==> src/rtl/c_isa_pkg.sv <==
// Shared RV32C encoding constants and types for the compressed-instruction encoder.
package c_isa_pkg;

  localparam int OP_W  = 4;
  localparam int REG_W = 3;
  localparam int IMM_W = 7;
  localparam int NZ_W  = 6;
  localparam int OFF_W = 9;
  localparam int INS_W = 16;

  typedef enum logic [OP_W-1:0] {
    OP_LW   = 4'h0,
    OP_SW   = 4'h1,
    OP_ADD  = 4'h2,
    OP_ADDI = 4'h3,
    OP_AND  = 4'h4,
    OP_ANDI = 4'h5,
    OP_OR   = 4'h6,
    OP_XOR  = 4'h7,
    OP_SRAI = 4'h8,
    OP_SLLI = 4'h9,
    OP_BEQZ = 4'hA,
    OP_BNEZ = 4'hB
  } op_e;

  localparam logic [2:0] F3_LW   = 3'b010;
  localparam logic [2:0] F3_SW   = 3'b110;
  localparam logic [2:0] F3_ADDI = 3'b000;
  localparam logic [2:0] F3_SLLI = 3'b000;
  localparam logic [2:0] F3_ALU  = 3'b100;
  localparam logic [2:0] F3_BEQZ = 3'b110;
  localparam logic [2:0] F3_BNEZ = 3'b111;

  localparam logic [1:0] Q0 = 2'b00;
  localparam logic [1:0] Q1 = 2'b01;
  localparam logic [1:0] Q2 = 2'b10;

  localparam logic [INS_W-1:0] C_NOP = 16'h0001;

endpackage

==> src/rtl/c_instr_pack.sv <==
// Combinational packer: decoded fields to one 16-bit RV32C word plus
// an illegal flag; illegal bundles yield c.nop.
module c_instr_pack
  import c_isa_pkg::*;
(
  input  logic [OP_W-1:0]  opcode,
  input  logic [REG_W-1:0] rd,
  input  logic [REG_W-1:0] rs1,
  input  logic [REG_W-1:0] rs2,
  input  logic [IMM_W-1:0] immediate,
  input  logic [NZ_W-1:0]  nzimm,
  input  logic [OFF_W-1:0] offset,
  output logic [INS_W-1:0] word,
  output logic             illegal
);

  op_e op;
  logic [INS_W-1:0] w;

  assign op = op_e'(opcode);

  always_comb begin
    w       = '0;
    illegal = 1'b0;
    unique case (op)
      OP_LW, OP_SW: begin
        w[15:13] = (op == OP_LW) ? F3_LW : F3_SW;
        w[1:0]   = Q0;
        w[12]    = immediate[5];
        w[11:10] = immediate[4:3];
        w[9:7]   = rs1;
        w[6]     = immediate[2];
        w[5]     = immediate[6];
        w[4:2]   = (op == OP_LW) ? rd : rs2;
        illegal  = |immediate[1:0];
      end
      OP_ADD: begin
        w[15:13] = F3_ALU;
        w[11:10] = 2'b01;
        w[9:7]   = rd;
        w[4:2]   = rs2;
        w[1:0]   = Q2;
      end
      OP_ADDI, OP_SLLI, OP_SRAI: begin
        w[15:13] = (op == OP_SRAI) ? F3_ALU :
                   (op == OP_SLLI) ? F3_SLLI : F3_ADDI;
        w[1:0]   = (op == OP_SLLI) ? Q2 : Q1;
        w[11:10] = (op == OP_SRAI) ? 2'b01 : 2'b00;
        w[12]    = nzimm[5];
        w[9:7]   = rd;
        w[6:5]   = nzimm[4:3];
        w[4:2]   = nzimm[2:0];
      end
      OP_ANDI: begin
        w[15:13] = F3_ALU;
        w[1:0]   = Q1;
        w[12]    = immediate[5];
        w[11:10] = 2'b10;
        w[9:7]   = rd;
        w[6:5]   = immediate[4:3];
        w[4:2]   = immediate[2:0];
        illegal  = immediate[6];
      end
      OP_AND, OP_OR, OP_XOR: begin
        w[15:13] = F3_ALU;
        w[1:0]   = Q1;
        w[11:10] = 2'b11;
        w[9:7]   = rd;
        w[6:5]   = (op == OP_AND) ? 2'b11 :
                   (op == OP_OR)  ? 2'b10 : 2'b01;
        w[4:2]   = rs2;
      end
      OP_BEQZ, OP_BNEZ: begin
        w[15:13] = (op == OP_BEQZ) ? F3_BEQZ : F3_BNEZ;
        w[1:0]   = Q1;
        w[12]    = offset[8];
        w[11:10] = offset[3:2];
        w[9:7]   = rs1;
        w[6:5]   = offset[6:5];
        w[4:3]   = offset[1:0];
        w[2]     = offset[4];
        illegal  = offset[8] ^ offset[7];
      end
      default: illegal = 1'b1;
    endcase
    word = illegal ? C_NOP : w;
  end

endmodule

==> src/rtl/c_instr_encoder.sv <==
// Streaming RV32C encoder writing packed words to imem at rising addresses.
// Optional C_ENC_ABORT_ON_ERR_EN: stop the stream on the first illegal bundle.
module c_instr_encoder
  import c_isa_pkg::*;
#(
  parameter int ADDR_W = 8
) (
  input  logic              clk,
  input  logic              rst,
  input  logic              start,
  input  logic [ADDR_W-1:0] base_addr,
  input  logic [ADDR_W-1:0] length,
  input  logic              in_valid,
  output logic              in_ready,
  input  logic [OP_W-1:0]   opcode,
  input  logic [REG_W-1:0]  rd,
  input  logic [REG_W-1:0]  rs1,
  input  logic [REG_W-1:0]  rs2,
  input  logic [IMM_W-1:0]  immediate,
  input  logic [NZ_W-1:0]   nzimm,
  input  logic [OFF_W-1:0]  offset,
  output logic              wr_en,
  output logic [ADDR_W-1:0] wr_addr,
  output logic [INS_W-1:0]  wr_data,
  output logic              busy,
  output logic              done,
  output logic [7:0]        err_count,
  output logic              aborted
);

  typedef enum logic [1:0] {
    S_IDLE,
    S_RUN,
    S_DONE
  } state_e;

  state_e state, state_nx;
  logic [ADDR_W-1:0] addr;
  logic [ADDR_W-1:0] remaining;
  logic [INS_W-1:0]  word;
  logic              illegal;
  logic              xfer;
  logic              stop_hit;

  c_instr_pack u_pack (
    .opcode    (opcode),
    .rd        (rd),
    .rs1       (rs1),
    .rs2       (rs2),
    .immediate (immediate),
    .nzimm     (nzimm),
    .offset    (offset),
    .word      (word),
    .illegal   (illegal)
  );

  assign in_ready = (state == S_RUN);
  assign busy     = (state == S_RUN);
  assign xfer     = in_valid && in_ready;

`ifdef C_ENC_ABORT_ON_ERR_EN
  assign stop_hit = illegal;
`else
  assign stop_hit = 1'b0;
  assign aborted  = 1'b0;
`endif

  always_ff @(posedge clk or posedge rst) begin
    if (rst) state <= S_IDLE;
    else     state <= state_nx;
  end

  always_comb begin
    state_nx = state;
    unique case (state)
      S_IDLE: begin
        if (start)
          state_nx = (length == '0) ? S_DONE : S_RUN;
      end
      S_RUN: begin
        if (xfer && (remaining == ADDR_W'(1) || stop_hit))
          state_nx = S_DONE;
      end
      S_DONE:  state_nx = S_IDLE;
      default: state_nx = S_IDLE;
    endcase
  end

  always_ff @(posedge clk or posedge rst) begin
    if (rst) begin
      addr      <= '0;
      remaining <= '0;
      wr_en     <= 1'b0;
      wr_addr   <= '0;
      wr_data   <= '0;
      done      <= 1'b0;
      err_count <= '0;
`ifdef C_ENC_ABORT_ON_ERR_EN
      aborted   <= 1'b0;
`endif
    end else begin
      wr_en <= 1'b0;
      done  <= (state_nx == S_DONE) && (state != S_DONE);
      if (state == S_IDLE && start) begin
        addr      <= base_addr;
        remaining <= length;
        err_count <= '0;
`ifdef C_ENC_ABORT_ON_ERR_EN
        aborted   <= 1'b0;
`endif
      end else if (xfer) begin
        addr      <= addr + ADDR_W'(1);
        remaining <= remaining - ADDR_W'(1);
        if (illegal && err_count != 8'hFF)
          err_count <= err_count + 8'd1;
`ifdef C_ENC_ABORT_ON_ERR_EN
        // the offending bundle is swallowed, not replaced by c.nop
        if (illegal) begin
          aborted <= 1'b1;
        end else begin
          wr_en   <= 1'b1;
          wr_addr <= addr;
          wr_data <= word;
        end
`else
        wr_en   <= 1'b1;
        wr_addr <= addr;
        wr_data <= word;
`endif
      end
    end
  end

endmodule

==> config.mk <==
export PLATFORM = sky130hd
export DESIGN_NAME = c_instr_encoder
export DESIGN_NICKNAME = d
export VERILOG_FILES = /design/src/rtl/c_isa_pkg.sv /design/src/rtl/c_instr_pack.sv /design/src/rtl/c_instr_encoder.sv
export SDC_FILE = /design/constraint.sdc
export NUM_CORES = 1
export LEC_CHECK = 0
export BUFFER_PORTS_ARGS = -buffer_cell sky130_fd_sc_hd__buf_2
export CORE_ASPECT_RATIO = 1.75
export CORE_MARGIN = 2
export CORE_UTILIZATION = 25
export CTS_CLUSTER_SIZE = 30
export DETAILED_ROUTE_END_ITERATION = 6
export HOLD_SLACK_MARGIN = 0.15
export PLACE_DENSITY = 0.43
export SYNTH_ARGS = -nofsm -noshare
export SYNTH_HDL_FRONTEND = slang
export SYNTH_SLANG_ARGS = --single-unit
==> constraint.sdc <==
create_clock -name clk -period 2.2 [get_ports clk]
set_clock_uncertainty 0.2 [all_clocks]
set_input_delay 0.44 -clock clk [delete_from_list [all_inputs] [get_ports clk]]
set_output_delay 0.44 -clock clk [all_outputs]
set_load 0.005 [all_outputs]
==> flow_summary_export.csv <==
group,metric,value,unit
clocking,cts.path.max_buffers,2,
yosys,synth_ff_type,"dfrtp_1",
pwr,power.switching,1.380,mW
yosys,synth_top_area_share,42.36,%
clocking,htreeDepth,2,
min_path,min_path_type,"input port to flop",
clocking,clkTransAtPathRegs,0.08,ns
timing,maxSlewHeadroom,62.76,%
global_routing,grt_usage,15.34,%
global_routing,grt_pass1_vias,3129,
drt,ant_nets,0,
drt,wl,9843,um
worst_setup_path,critPathMaxFanout,6,
global_routing,grt_busiest_layer,"met2",
global_routing,grt.met2_usage,27.54,%
status,status,"finished clean",
timing,setup_violations,0,
global_routing,grt_max_degree,53,
final_layout,fillers,1309,
floorplan,placementRows,53,
drt,post_drt_via_cell_ratio,4.964,
pwr,peakVddDrop,0.3904,mV
yosys,synth-seq-cells,52,
drt,drtIter0Drc,136,
clocking,cts.sinks,52,
pwr,p_int,2.317,mW
clocking,ctsRootBufferMaster,"clkbuf_16",
final_layout,utilization,33.49,%
clocking,cts_post_setup_buffers_inserted,0,
drt,drt_drc_violations_left,0,
global_routing,grt_util_met3,2.138,%
yosys,synthArstFlopShare,100.0,%
run,max-cap-violations,0,
final_layout,nNetsFinal,508,
global_routing,grt_pass1_wl,15660,um
clocking,cts_tree,"yes",
global_routing,antenna_found_initial,0,
worst_setup_path,cp.arrival,1.99,ns
yosys,yosys-top-cells-area,"dfrtp_1, nand2_1, mux2i_1",
placed_design,dpl.hpwl,7492,um
timing,hold_viol_final,0,
yosys,ys_seq_area_share,42.36,%
yosys,yosysTopAreaCell,"dfrtp_1",
yosys,synth_warnings,0,
worst_setup_path,cp-end-kind,"flop",
final_layout,seq_area,1301,um2
yosys,yosys-top-cells-count,"nand2_1, dfrtp_1, nor2_1",
timing,rsz0062_at_grt,"no",
timing,finalMaxSlewViolations,0,
worst_setup_path,cp.required,2.19,ns
clocking,clock_latency,0.30,ns
final_layout,syn_to_final_growth,30.88,%
yosys,netlist_area,3072,um2
final_layout,num_antenna_cells,0,
timing,post-route-period-util,90.92,%
pwr,combPwrFrac,35.5,%
drt,via_count,3053,
placed_design,place.gp.congestion,0.7980,
clocking,cts_buffers,5,
yosys,syn_inst,347,
floorplan,dieArea,13220,um2
floorplan,fp.dieW,87.79,um
timing,max_freq,499.9,MHz
global_routing,use_met1,17.62,%
floorplan,die_h,150.6,um
floorplan,core_area,12000,um2
worst_setup_path,crit_type,"flop to flop",
global_routing,grt_overflow,0,
final_layout,multi_input_area,1632,um2
placed_design,numPortBuffers,90,
yosys,avgSynthCellArea,8.852,um2
yosys,synth_most_common_cell,"nand2_1",
timing,worst_slew_pin_slew,0.5586,ns
yosys,ys_types,61,
drt,dr.pass1.iters,5,
yosys,synth_nets,406,
pwr,switching_share,37.34,%
timing,fin_crit,2.000,ns
pwr,p_clk_share,22.6,%
drt,avgRoutedWirePerCell,16.00,um
yosys,synth_edf_count,0,
final_layout,drive_gt1_share,30.00,%
floorplan,start_util,25.59,%
floorplan,ios,92,
worst_setup_path,critical_path.startpoint_type,"flop",
pwr,p_seq_share,41.9,%
pwr,powerDensity,919.7,nW/um2
timing,fin_hold_ws,0.1638,ns
pwr,total_leakage_power,1.892,nW
stage by stage:
step / instance area [um2] / setup TNS (ns) / setup slack [ns] / instances / power (mW)
final: 4020 / 0 / 0.1997 / 615 / 3.697
after global routing: 4020 / 0 / 0.06807 / 615 / 4.013
after CTS: 4020 / 0 / 0.1461 / 615 / 3.774
after detailed placement: 3847 / 0 / 0.01534 / 605 / 2.904
after global placement: 3847 / -0.01218 / -0.01218 / 605 / 2.865
after floorplan: 3072 / 0 / 0.2843 / 347 / 2.308
area by class of cell:
cell class,instances,area share (%)
inverter,10,0.9337
sequential,52,32.37
tap,165,5.135
clock inverter,3,0.6847
timing repair buffer,118,17.18
multi-input combinational,262,40.58
clock buffer,5,3.112
cells by family after synthesis:
kind of cell | synth area share (%)
AO/OA/AOI/OAI | 24.52
XOR/XNOR | 1.426
adder cells (fa/ha/maj) | 1.629
buffers and inverters | 4.684
flip-flops | 42.36
multiplexers | 3.381
other | 0.1221
AND/OR/NAND/NOR | 21.87
power groups by stage:
stage / clock network, mW / registers [mW] / logic [mW]
2_1_floorplan: 0 / 1.51 / 0.798
3_3_place_gp: 0 / 1.56 / 1.30
3_5_place_dp: 0 / 1.57 / 1.34
4_1_cts: 0.881 / 1.55 / 1.34
5_1_grt: 0.909 / 1.61 / 1.49
6_report: 0.835 / 1.55 / 1.31
layout by cell type (no fill, tap or decap), types with 7 or more instances in the layout:
master   Yosys  routed
nand3_1      8       8
buf_2        4      90
a21oi_1      8       8
inv_1       10       8
buf_4        2      24
nor2_1      16      16
dfrtp_1     52      52
o31ai_1      9       9
o21ai_0     14      14
mux2i_1      7       7
nand2_1     72      72
flip-flops by register name, summed over array words and instances, names as in the netlist:
register	count
state	2
addr	8
wr_en	1
err_count	8
done	1
wr_addr	8
wr_data	16
remaining	8
critical path: stages (launching register included):
cell     delay, ns
dfrtp_1       0.43
or3_1         0.41
or4_1         0.57
a22oi_1       0.21
nor2_1        0.06
routing by layer:
layer	vias to the layer above	wire, um
met5	-	0
met4	0	331
met3	19	359
met2	65	5300
met1	1477	3852
li1	1492	-
repair_timing:
| item | 4_1_cts | 5_1_grt |
|---|---|---|
| resized for setup | 0 | 1 |
| endpoints found under the setup margin | 0 | 1 |
| hold buffers | 2 | 0 |
| hold endpoints to repair | 53 | 0 |
path summary, 6_finish.rpt:
kind / start / end / slack (ns) / depth (start not counted)
setup / recovery: remaining[2] / state[0] / 0.20 / 4
hold / removal: base_addr[2] / addr[2] / 0.16 / 3
setup reg to reg: remaining[2] / state[0] / 0.20 / 4
hold reg to reg: wr_addr[5] / wr_addr[5] / 0.27 / 2
max in group asynchronous: rst / wr_data[8] / 1.03 / 4
min in group asynchronous: rst / wr_addr[0] / 0.52 / 4
(Power assumes the default switching activity.)
